$ cat src/rtl/ctrl_pkg.sv
// ctrl_pkg: shared types and constants for the RV32I multi-cycle sequencer.
// Contents: FSM state encoding, RV32I major opcodes, opcode-class enum,
// wb_sel / pc_src encodings and small per-class decode helpers.
package ctrl_pkg;

  typedef enum logic [2:0] {
    ST_FETCH  = 3'd0,
    ST_DECODE = 3'd1,
    ST_EXEC   = 3'd2,
    ST_MEM    = 3'd3,
    ST_WB     = 3'd4,
    ST_HALT   = 3'd5,
    ST_FAULT  = 3'd6
  } state_t;

  localparam logic [6:0] OPC_LOAD     = 7'b0000011;
  localparam logic [6:0] OPC_MISC_MEM = 7'b0001111;
  localparam logic [6:0] OPC_OP_IMM   = 7'b0010011;
  localparam logic [6:0] OPC_AUIPC    = 7'b0010111;
  localparam logic [6:0] OPC_STORE    = 7'b0100011;
  localparam logic [6:0] OPC_OP       = 7'b0110011;
  localparam logic [6:0] OPC_LUI      = 7'b0110111;
  localparam logic [6:0] OPC_BRANCH   = 7'b1100011;
  localparam logic [6:0] OPC_JALR     = 7'b1100111;
  localparam logic [6:0] OPC_JAL      = 7'b1101111;
  localparam logic [6:0] OPC_SYSTEM   = 7'b1110011;

  // CLS_ILLEGAL is zero so the cleared opcode latch decodes as illegal.
  typedef enum logic [3:0] {
    CLS_ILLEGAL = 4'd0,
    CLS_OP      = 4'd1,
    CLS_OP_IMM  = 4'd2,
    CLS_LOAD    = 4'd3,
    CLS_STORE   = 4'd4,
    CLS_BRANCH  = 4'd5,
    CLS_JAL     = 4'd6,
    CLS_JALR    = 4'd7,
    CLS_LUI     = 4'd8,
    CLS_AUIPC   = 4'd9,
    CLS_FENCE   = 4'd10,
    CLS_SYSTEM  = 4'd11
  } op_class_t;

  localparam logic [1:0] WB_ALU  = 2'b00;
  localparam logic [1:0] WB_LOAD = 2'b01;
  localparam logic [1:0] WB_PC4  = 2'b10;
  localparam logic [1:0] WB_IMM  = 2'b11;

  localparam logic [1:0] PC_PLUS4  = 2'b00;
  localparam logic [1:0] PC_BRANCH = 2'b01;
  localparam logic [1:0] PC_JALR   = 2'b10;

  // ALU operand B is the immediate for everything except register-register
  // ops, branch compares, jal and fence.
  function automatic logic alu_b_is_imm(input op_class_t cls);
    case (cls)
      CLS_OP_IMM, CLS_LOAD, CLS_STORE, CLS_JALR,
      CLS_LUI, CLS_AUIPC: alu_b_is_imm = 1'b1;
      default:            alu_b_is_imm = 1'b0;
    endcase
  endfunction

  function automatic logic [1:0] wb_select(input op_class_t cls);
    case (cls)
      CLS_LOAD:          wb_select = WB_LOAD;
      CLS_JAL, CLS_JALR: wb_select = WB_PC4;
      CLS_LUI:           wb_select = WB_IMM;
      default:           wb_select = WB_ALU;
    endcase
  endfunction

endpackage

$ cat src/rtl/multicycle_ctrl_op_classify.sv
// op_classify: combinational RV32I opcode classifier.
// Ports: opcode (inst[6:0]), funct3 (inst[14:12]) in;
//        op_class (class enum), legal (opcode and funct3 form a valid RV32I
//        instruction, ecall/ebreak included) out.
module op_classify
  import ctrl_pkg::*;
(
  input  logic [6:0] opcode,
  input  logic [2:0] funct3,
  output op_class_t  op_class,
  output logic       legal
);

  // Map the major opcode to a class; reserved funct3 codes are illegal.
  always_comb begin
    op_class = CLS_ILLEGAL;
    case (opcode)
      OPC_OP:       op_class = CLS_OP;
      OPC_OP_IMM:   op_class = CLS_OP_IMM;
      OPC_LOAD:     op_class = (funct3 == 3'b011 || funct3[2:1] == 2'b11)
                               ? CLS_ILLEGAL : CLS_LOAD;
      OPC_STORE:    op_class = (funct3 <= 3'b010) ? CLS_STORE : CLS_ILLEGAL;
      OPC_BRANCH:   op_class = (funct3[2:1] == 2'b01) ? CLS_ILLEGAL : CLS_BRANCH;
      OPC_JAL:      op_class = CLS_JAL;
      OPC_JALR:     op_class = (funct3 == 3'b000) ? CLS_JALR : CLS_ILLEGAL;
      OPC_LUI:      op_class = CLS_LUI;
      OPC_AUIPC:    op_class = CLS_AUIPC;
      OPC_MISC_MEM: op_class = CLS_FENCE;
      OPC_SYSTEM:   op_class = CLS_SYSTEM;
      default:      op_class = CLS_ILLEGAL;
    endcase
  end

  assign legal = (op_class != CLS_ILLEGAL);

endmodule

$ cat src/rtl/multicycle_ctrl.sv
// multicycle_ctrl: FETCH -> DECODE -> EXEC -> (MEM) -> WB sequencer for an
// RV32I core. Owns every write strobe, counts retired instructions and traps
// illegal opcodes, ecall/ebreak and memory timeouts.
// Ports: clk, rst (sync, active-low), inst, do_branch, imem_ack, dmem_ack in;
//        imem_req, dmem_req, dmem_we, ir_load, reg_write, wb_sel, alu_src_b,
//        alu_pc_a, pc_we, pc_src, state_o, halted, fault, instret out.
// Optional: define SINGLE_STEP_EN to add input 'step'; each fetch then waits
//        for a step pulse seen while in FETCH.
module multicycle_ctrl
  import ctrl_pkg::*;
#(
  parameter int MEM_TIMEOUT = 15,
  parameter int INSTRET_W   = 32
) (
  input  logic                 clk,
  input  logic                 rst,
  input  logic [31:0]          inst,
  input  logic                 do_branch,
`ifdef SINGLE_STEP_EN
  input  logic                 step,
`endif
  output logic                 imem_req,
  input  logic                 imem_ack,
  output logic                 dmem_req,
  output logic                 dmem_we,
  input  logic                 dmem_ack,
  output logic                 ir_load,
  output logic                 reg_write,
  output logic [1:0]           wb_sel,
  output logic                 alu_src_b,
  output logic                 alu_pc_a,
  output logic                 pc_we,
  output logic [1:0]           pc_src,
  output logic [2:0]           state_o,
  output logic                 halted,
  output logic                 fault,
  output logic [INSTRET_W-1:0] instret
);

  localparam int              CNT_W     = $clog2(MEM_TIMEOUT + 1);
  localparam logic [CNT_W-1:0] CNT_LIMIT = CNT_W'(MEM_TIMEOUT);

  state_t           state;
  op_class_t        cls_q;
  logic             legal_q;
  logic [CNT_W-1:0] wait_cnt;
  op_class_t        cls_dec;
  logic             legal_dec;
  logic             fetch_ok;
  logic             is_store;
  logic             unused_inst;

  op_classify u_classify (
    .opcode   (inst[6:0]),
    .funct3   (inst[14:12]),
    .op_class (cls_dec),
    .legal    (legal_dec)
  );

  // Only the opcode and funct3 fields matter to the sequencer.
  assign unused_inst = ^{inst[31:15], inst[11:7]};
  assign is_store    = (cls_q == CLS_STORE);
  assign state_o     = state;

`ifdef SINGLE_STEP_EN
  logic step_pend;

  // Remember a step pulse seen in FETCH until the fetched word is latched.
  always_ff @(posedge clk) begin
    if (!rst) begin
      step_pend <= 1'b0;
    end else if (ir_load) begin
      step_pend <= 1'b0;
    end else if (step && state == ST_FETCH) begin
      step_pend <= 1'b1;
    end else begin
      step_pend <= step_pend;
    end
  end

  assign fetch_ok = step_pend | step;
`else
  assign fetch_ok = 1'b1;
`endif

  // Sequencer state, opcode latch, wait counter and status registers.
  always_ff @(posedge clk) begin
    if (!rst) begin
      state    <= ST_FETCH;
      cls_q    <= CLS_ILLEGAL;
      legal_q  <= 1'b0;
      wait_cnt <= '0;
      halted   <= 1'b0;
      fault    <= 1'b0;
      instret  <= '0;
    end else begin
      // Every retiring cycle is exactly the one that updates the PC.
      if (pc_we) begin
        instret <= instret + INSTRET_W'(1);
      end
      case (state)
        ST_FETCH: begin
          if (ir_load) begin
            cls_q   <= cls_dec;
            legal_q <= legal_dec;
            state   <= ST_DECODE;
          end else if (imem_req) begin
            // The limit cycle still accepts an ack; only a miss there faults.
            if (wait_cnt == CNT_LIMIT) begin
              state <= ST_FAULT;
              fault <= 1'b1;
            end else begin
              wait_cnt <= wait_cnt + CNT_W'(1);
            end
          end
        end
        ST_DECODE: begin
          if (cls_q == CLS_SYSTEM) begin
            state  <= ST_HALT;
            halted <= 1'b1;
          end else if (legal_q) begin
            state <= ST_EXEC;
          end else begin
            state <= ST_FAULT;
            fault <= 1'b1;
          end
        end
        ST_EXEC: begin
          wait_cnt <= '0;
          if (cls_q == CLS_BRANCH) begin
            state <= ST_FETCH;
          end else if (cls_q == CLS_LOAD || is_store) begin
            state <= ST_MEM;
          end else begin
            state <= ST_WB;
          end
        end
        ST_MEM: begin
          if (dmem_ack) begin
            wait_cnt <= '0;
            state    <= is_store ? ST_FETCH : ST_WB;
          end else if (wait_cnt == CNT_LIMIT) begin
            state <= ST_FAULT;
            fault <= 1'b1;
          end else begin
            wait_cnt <= wait_cnt + CNT_W'(1);
          end
        end
        ST_WB: begin
          wait_cnt <= '0;
          state    <= ST_FETCH;
        end
        ST_HALT:  state <= ST_HALT;
        ST_FAULT: state <= ST_FAULT;
        default: begin
          state <= ST_FAULT;
          fault <= 1'b1;
        end
      endcase
    end
  end

  // Strobe decode from state, latched class and acks; all low during reset.
  always_comb begin
    imem_req  = 1'b0;
    ir_load   = 1'b0;
    dmem_req  = 1'b0;
    dmem_we   = 1'b0;
    reg_write = 1'b0;
    wb_sel    = WB_ALU;
    alu_src_b = 1'b0;
    alu_pc_a  = 1'b0;
    pc_we     = 1'b0;
    pc_src    = PC_PLUS4;
    if (rst) begin
      // Operand selects stay valid from EXEC through WB so an unregistered
      // ALU result still holds the address in MEM and the result in WB.
      if (state == ST_EXEC || state == ST_MEM || state == ST_WB) begin
        alu_src_b = alu_b_is_imm(cls_q);
        alu_pc_a  = (cls_q == CLS_AUIPC);
      end else begin
        alu_src_b = 1'b0;
      end
      case (state)
        ST_FETCH: begin
          imem_req = fetch_ok;
          ir_load  = fetch_ok & imem_ack;
        end
        ST_EXEC: begin
          if (cls_q == CLS_BRANCH) begin
            pc_we  = 1'b1;
            pc_src = do_branch ? PC_BRANCH : PC_PLUS4;
          end else begin
            pc_we = 1'b0;
          end
        end
        ST_MEM: begin
          dmem_req = 1'b1;
          dmem_we  = is_store;
          pc_we    = is_store & dmem_ack;
        end
        ST_WB: begin
          reg_write = 1'b1;
          pc_we     = 1'b1;
          wb_sel    = wb_select(cls_q);
          if (cls_q == CLS_JAL) begin
            pc_src = PC_BRANCH;
          end else if (cls_q == CLS_JALR) begin
            pc_src = PC_JALR;
          end else begin
            pc_src = PC_PLUS4;
          end
        end
        default: pc_we = 1'b0;
      endcase
    end else begin
      imem_req = 1'b0;
    end
  end

endmodule

$ cat config.mk
export PLATFORM = sky130hd
export DESIGN_NAME = multicycle_ctrl
export DESIGN_NICKNAME = d
export VERILOG_FILES = /design/src/rtl/ctrl_pkg.sv /design/src/rtl/multicycle_ctrl_op_classify.sv /design/src/rtl/multicycle_ctrl.sv
export SDC_FILE = /design/constraint.sdc
export NUM_CORES = 1
export LEC_CHECK = 0
export CORE_AREA = 2 2 86 88
export DETAILED_ROUTE_END_ITERATION = 10
export DIE_AREA = 0 0 88 90
export PLACE_DENSITY_LB_ADDON = 0.2
export SYNTH_ARGS = -nofsm -noshare
export SYNTH_HDL_FRONTEND = slang
export SYNTH_SLANG_ARGS = --single-unit
$ cat constraint.sdc
create_clock -name clk -period 2.6 [get_ports clk]
set_input_delay 0.26 -clock clk [delete_from_list [all_inputs] [get_ports clk]]
set_output_delay 0.26 -clock clk [all_outputs]
set_load 0.02 [all_outputs]
==> key figures <==
Route
  – Vias: between 2k and 3k
  – Wirelength per Cell: 12.88 um
  – Final ANT Viol Nets: 0
  – Remaining DRCs: 0
  – DRT iter0 DRCs: 79
  – First-pass DRT Iterations: 4
  – Via/cell ratio: ~5.3
  – Drt total wl: 6695 um

Logic synthesis
  – Yosys reg bits: 46
  – Synth warn: 0
  – Asr flop ratio synth: 0%
  – Net count after synthesis: between 300 and 400
  – Register area share after synthesis: 33.76%
  – Top cell type's share of synthesized area: 33.76%
  – Syn_area_per_cell: a little under 8 um2
  – Main area contributors after synthesis: dfxtp_1 (34%), a21oi_1 (5.5%), nor2_1 (5.2%)
  – Syn Inst Count: 346
  – Post-synth EDFFs: 0
  – Ys flop type: dfxtp_1
  – Cell taking the most area after synthesis: dfxtp_1
  – Top cells by count, synth: dfxtp_1 (46), nor2_1 (38), a21oi_1 (30)
  – Post-Syn Area: 2728 um2
  – Most numerous cell in the Yosys netlist: dfxtp_1
  – Synth unique cells: 59

STA
  – Number of setup violations in the final report: 0
  – Final worst-path cycle share: around 94%
  – Tmin final: 2.435 ns
  – Setup TNS Final: 0 ns
  – Fmax: about 410 MHz
  – Max-slew violation count: 0
  – Slew @ Worst Pin: 0.4621 ns
  – Slew headroom: 68.92%
  – Clk_skew: about 0.0095 ns
  – Final hold vios: 0
  – RSZ-0062 raised after global routing: false

Critical path
  – FF-to-FF path depth: 6
  – Critical Path RT: 2.34 ns
  – Worst flop-to-flop path endpoint: instret[19]
  – Crit-path max FO: 13
  – CP Capture Type: output port
  – Flop2flop setup slack: roughly 0.41 ns
  – Setup Crit Path Kind: flip-flop to output port
  – Critical path data arrival time: 2.17 ns
  – Worst R2R Start: cls_q[0]
  – CP Launch Type: flip-flop

Floorplanning
  – Core Region: 7020 um2
  – Die height: 90 um
  – IO Count: 86
  – Row count: 31
  – Die X: 88 um
  – Starting Density: 38.85%
  – Die Area: 7920 um2

Clocking
  – Clk_lat worst skew: approximately 0.30 ns
  – CTS root buf: clkbuf_8
  – CTS tree: done
  – Htree depth: 2
  – Resized cells post-CTS: 0
  – Clock tree buffer depth: 2
  – Post-CTS Setup Inserts: 0
  – Clk sinks: between 40 and 50
  – Num CTS Buffers: 5
  – CTS Hold Bufs: 0
  – CTS clk-pin slew, worst paths: 0.08 ns

Global routing
  – Global-route wire length before repair: 11,230 um
  – Initial antenna violation count: 0
  – Largest net degree at the start of global routing: 34
  – Gr ovfl total: 0
  – Number of global-route vias before repair: ~2.5k
  – Total Routing Usage GR: 17.24%

Final layout
  – Ant diodes: 0
  – Nets: 460
  – Fraction of layout cells with a size suffix above 1: 8.076%
  – P&R area growth vs syn: 33.35%

Worst hold path
  – Worst Hold End: fault
  – Hold Path Depth: 2
  – HP Class: flip-flop to flip-flop
  – Hold Startpoint: fault

Power and ir drop
  – P per Cell Area: about 510 nW/um2
  – Peak VDD IR: 289.7 uV
  – Leakage power: 0.001231 uW
  – Total power: approximately 1900 uW

Place
  – Final Wtd Congestion: 0.8088
  – DP HPWL: ~5000 um
  – PortBufs: 63

Status
  – Status: finished, final reports clean

Flow run
  – Max Cap Viol: 0
-- worst max path at each step --
stage / cells past startpoint / end / start / slack (ns)
after floorplan: 4 / dmem_we / state_o[0] / 0.57
after global placement: 8 / instret[19] / rst / 0.23
after detailed placement: 8 / instret[19] / rst / 0.19
after CTS: 5 / pc_we / cls_q[0] / 0.16
after global routing: 5 / pc_we / cls_q[0] / 0.02
final: 5 / pc_we / cls_q[0] / 0.17
-- state kept, by name (all words and copies together), names as in the netlist --
signal    flops
cls_q         4
fault         1
halted        1
instret      32
legal_q       1
state_o       3
wait_cnt      4
-- logic make-up (layout without fill, tap and decap cells) --
family	Yosys count	in the layout	synth area share, %
XOR/XNOR	18	18	5.780
AO/OA/AOI/OAI	98	98	23.62
multiplexers	3	3	1.101
buffers and inverters	29	104	4.495
AND/OR/NAND/NOR	150	150	30.32
adder cells (fa/ha/maj)	2	2	0.9173
flip-flops	46	46	33.76
-- area by class of cell --
class	count	area [um2]
multi-input cells	271	1684
flip-flops and latches	46	920.9
well taps	99	123.9
clock inverters	2	10.01
repair buffers	82	773.2
inverters	15	56.30
clock buffers	5	68.82
fillers	700	3383
-- layout by cell type (no fill, tap or decap), types with 2 or more instances in the layout --
| cell type | synthesis | routed |
|---|---|---|
| mux2i_1 | 3 | 3 |
| a211o_1 | 2 | 2 |
| clkbuf_8 | 0 | 5 |
| xor2_1 | 12 | 12 |
| nand3_1 | 13 | 13 |
| inv_1 | 13 | 13 |
| and2_1 | 7 | 7 |
| ha_1 | 2 | 2 |
| nor2_1 | 38 | 38 |
| a21boi_0 | 2 | 2 |
| o21ai_1 | 6 | 6 |
| xnor2_1 | 6 | 6 |
| nor3_1 | 18 | 18 |
| o21ai_0 | 20 | 20 |
| o21a_1 | 7 | 7 |
| o22a_1 | 2 | 2 |
| nor3b_1 | 2 | 2 |
| o2111ai_1 | 5 | 5 |
| nand2b_1 | 7 | 7 |
| a21oi_1 | 30 | 30 |
| dfxtp_1 | 46 | 46 |
| buf_4 | 1 | 19 |
| a41oi_1 | 2 | 2 |
| o211ai_1 | 9 | 9 |
| and4_1 | 3 | 3 |
| nor4_1 | 2 | 2 |
| clkinv_2 | 0 | 2 |
| nor2b_1 | 6 | 6 |
| nand3b_1 | 3 | 3 |
| clkdlybuf4s50_1 | 0 | 63 |
| and3_1 | 3 | 3 |
| nand2_1 | 23 | 23 |
| or3_1 | 12 | 12 |
| nand4_1 | 4 | 4 |
-- through the flow --
stage	cells	utilization [%]	setup WS, ns	cell area, um2	hold slack (ns)
detailed placement	513	50.69	0.1875	3558	0.4492
floorplan	346	-	0.5663	2728	0.4792
finish	520	51.81	0.1655	3637	0.4592
CTS	520	51.81	0.1563	3637	0.4626
global placement	513	50.69	0.2284	3558	0.4426
global route	520	51.81	0.01830	3637	0.4772
-- power breakdown --
group          total, uW  switching (uW)  internal (uW)
Clock                421             240            181
Combinational        612             331            280
Sequential           827            74.8            753
-- critical path: stages (launching register included) --
cell	delay (ns)
dfxtp_1	0.58
nand2b_1	0.20
a211oi_2	0.30
nor2_1	0.11
inv_1	0.08
clkdlybuf4s50_1	0.61
-- layer usage --
layer	wire length (um)	track usage, %	share of wire, %
met5	0	0	0
met4	59	4.231	0.88
met3	301	3.122	4.5
met2	3139	28.22	47
met1	3194	23.23	48
Note: power is estimated with default switching activity, not from simulation.
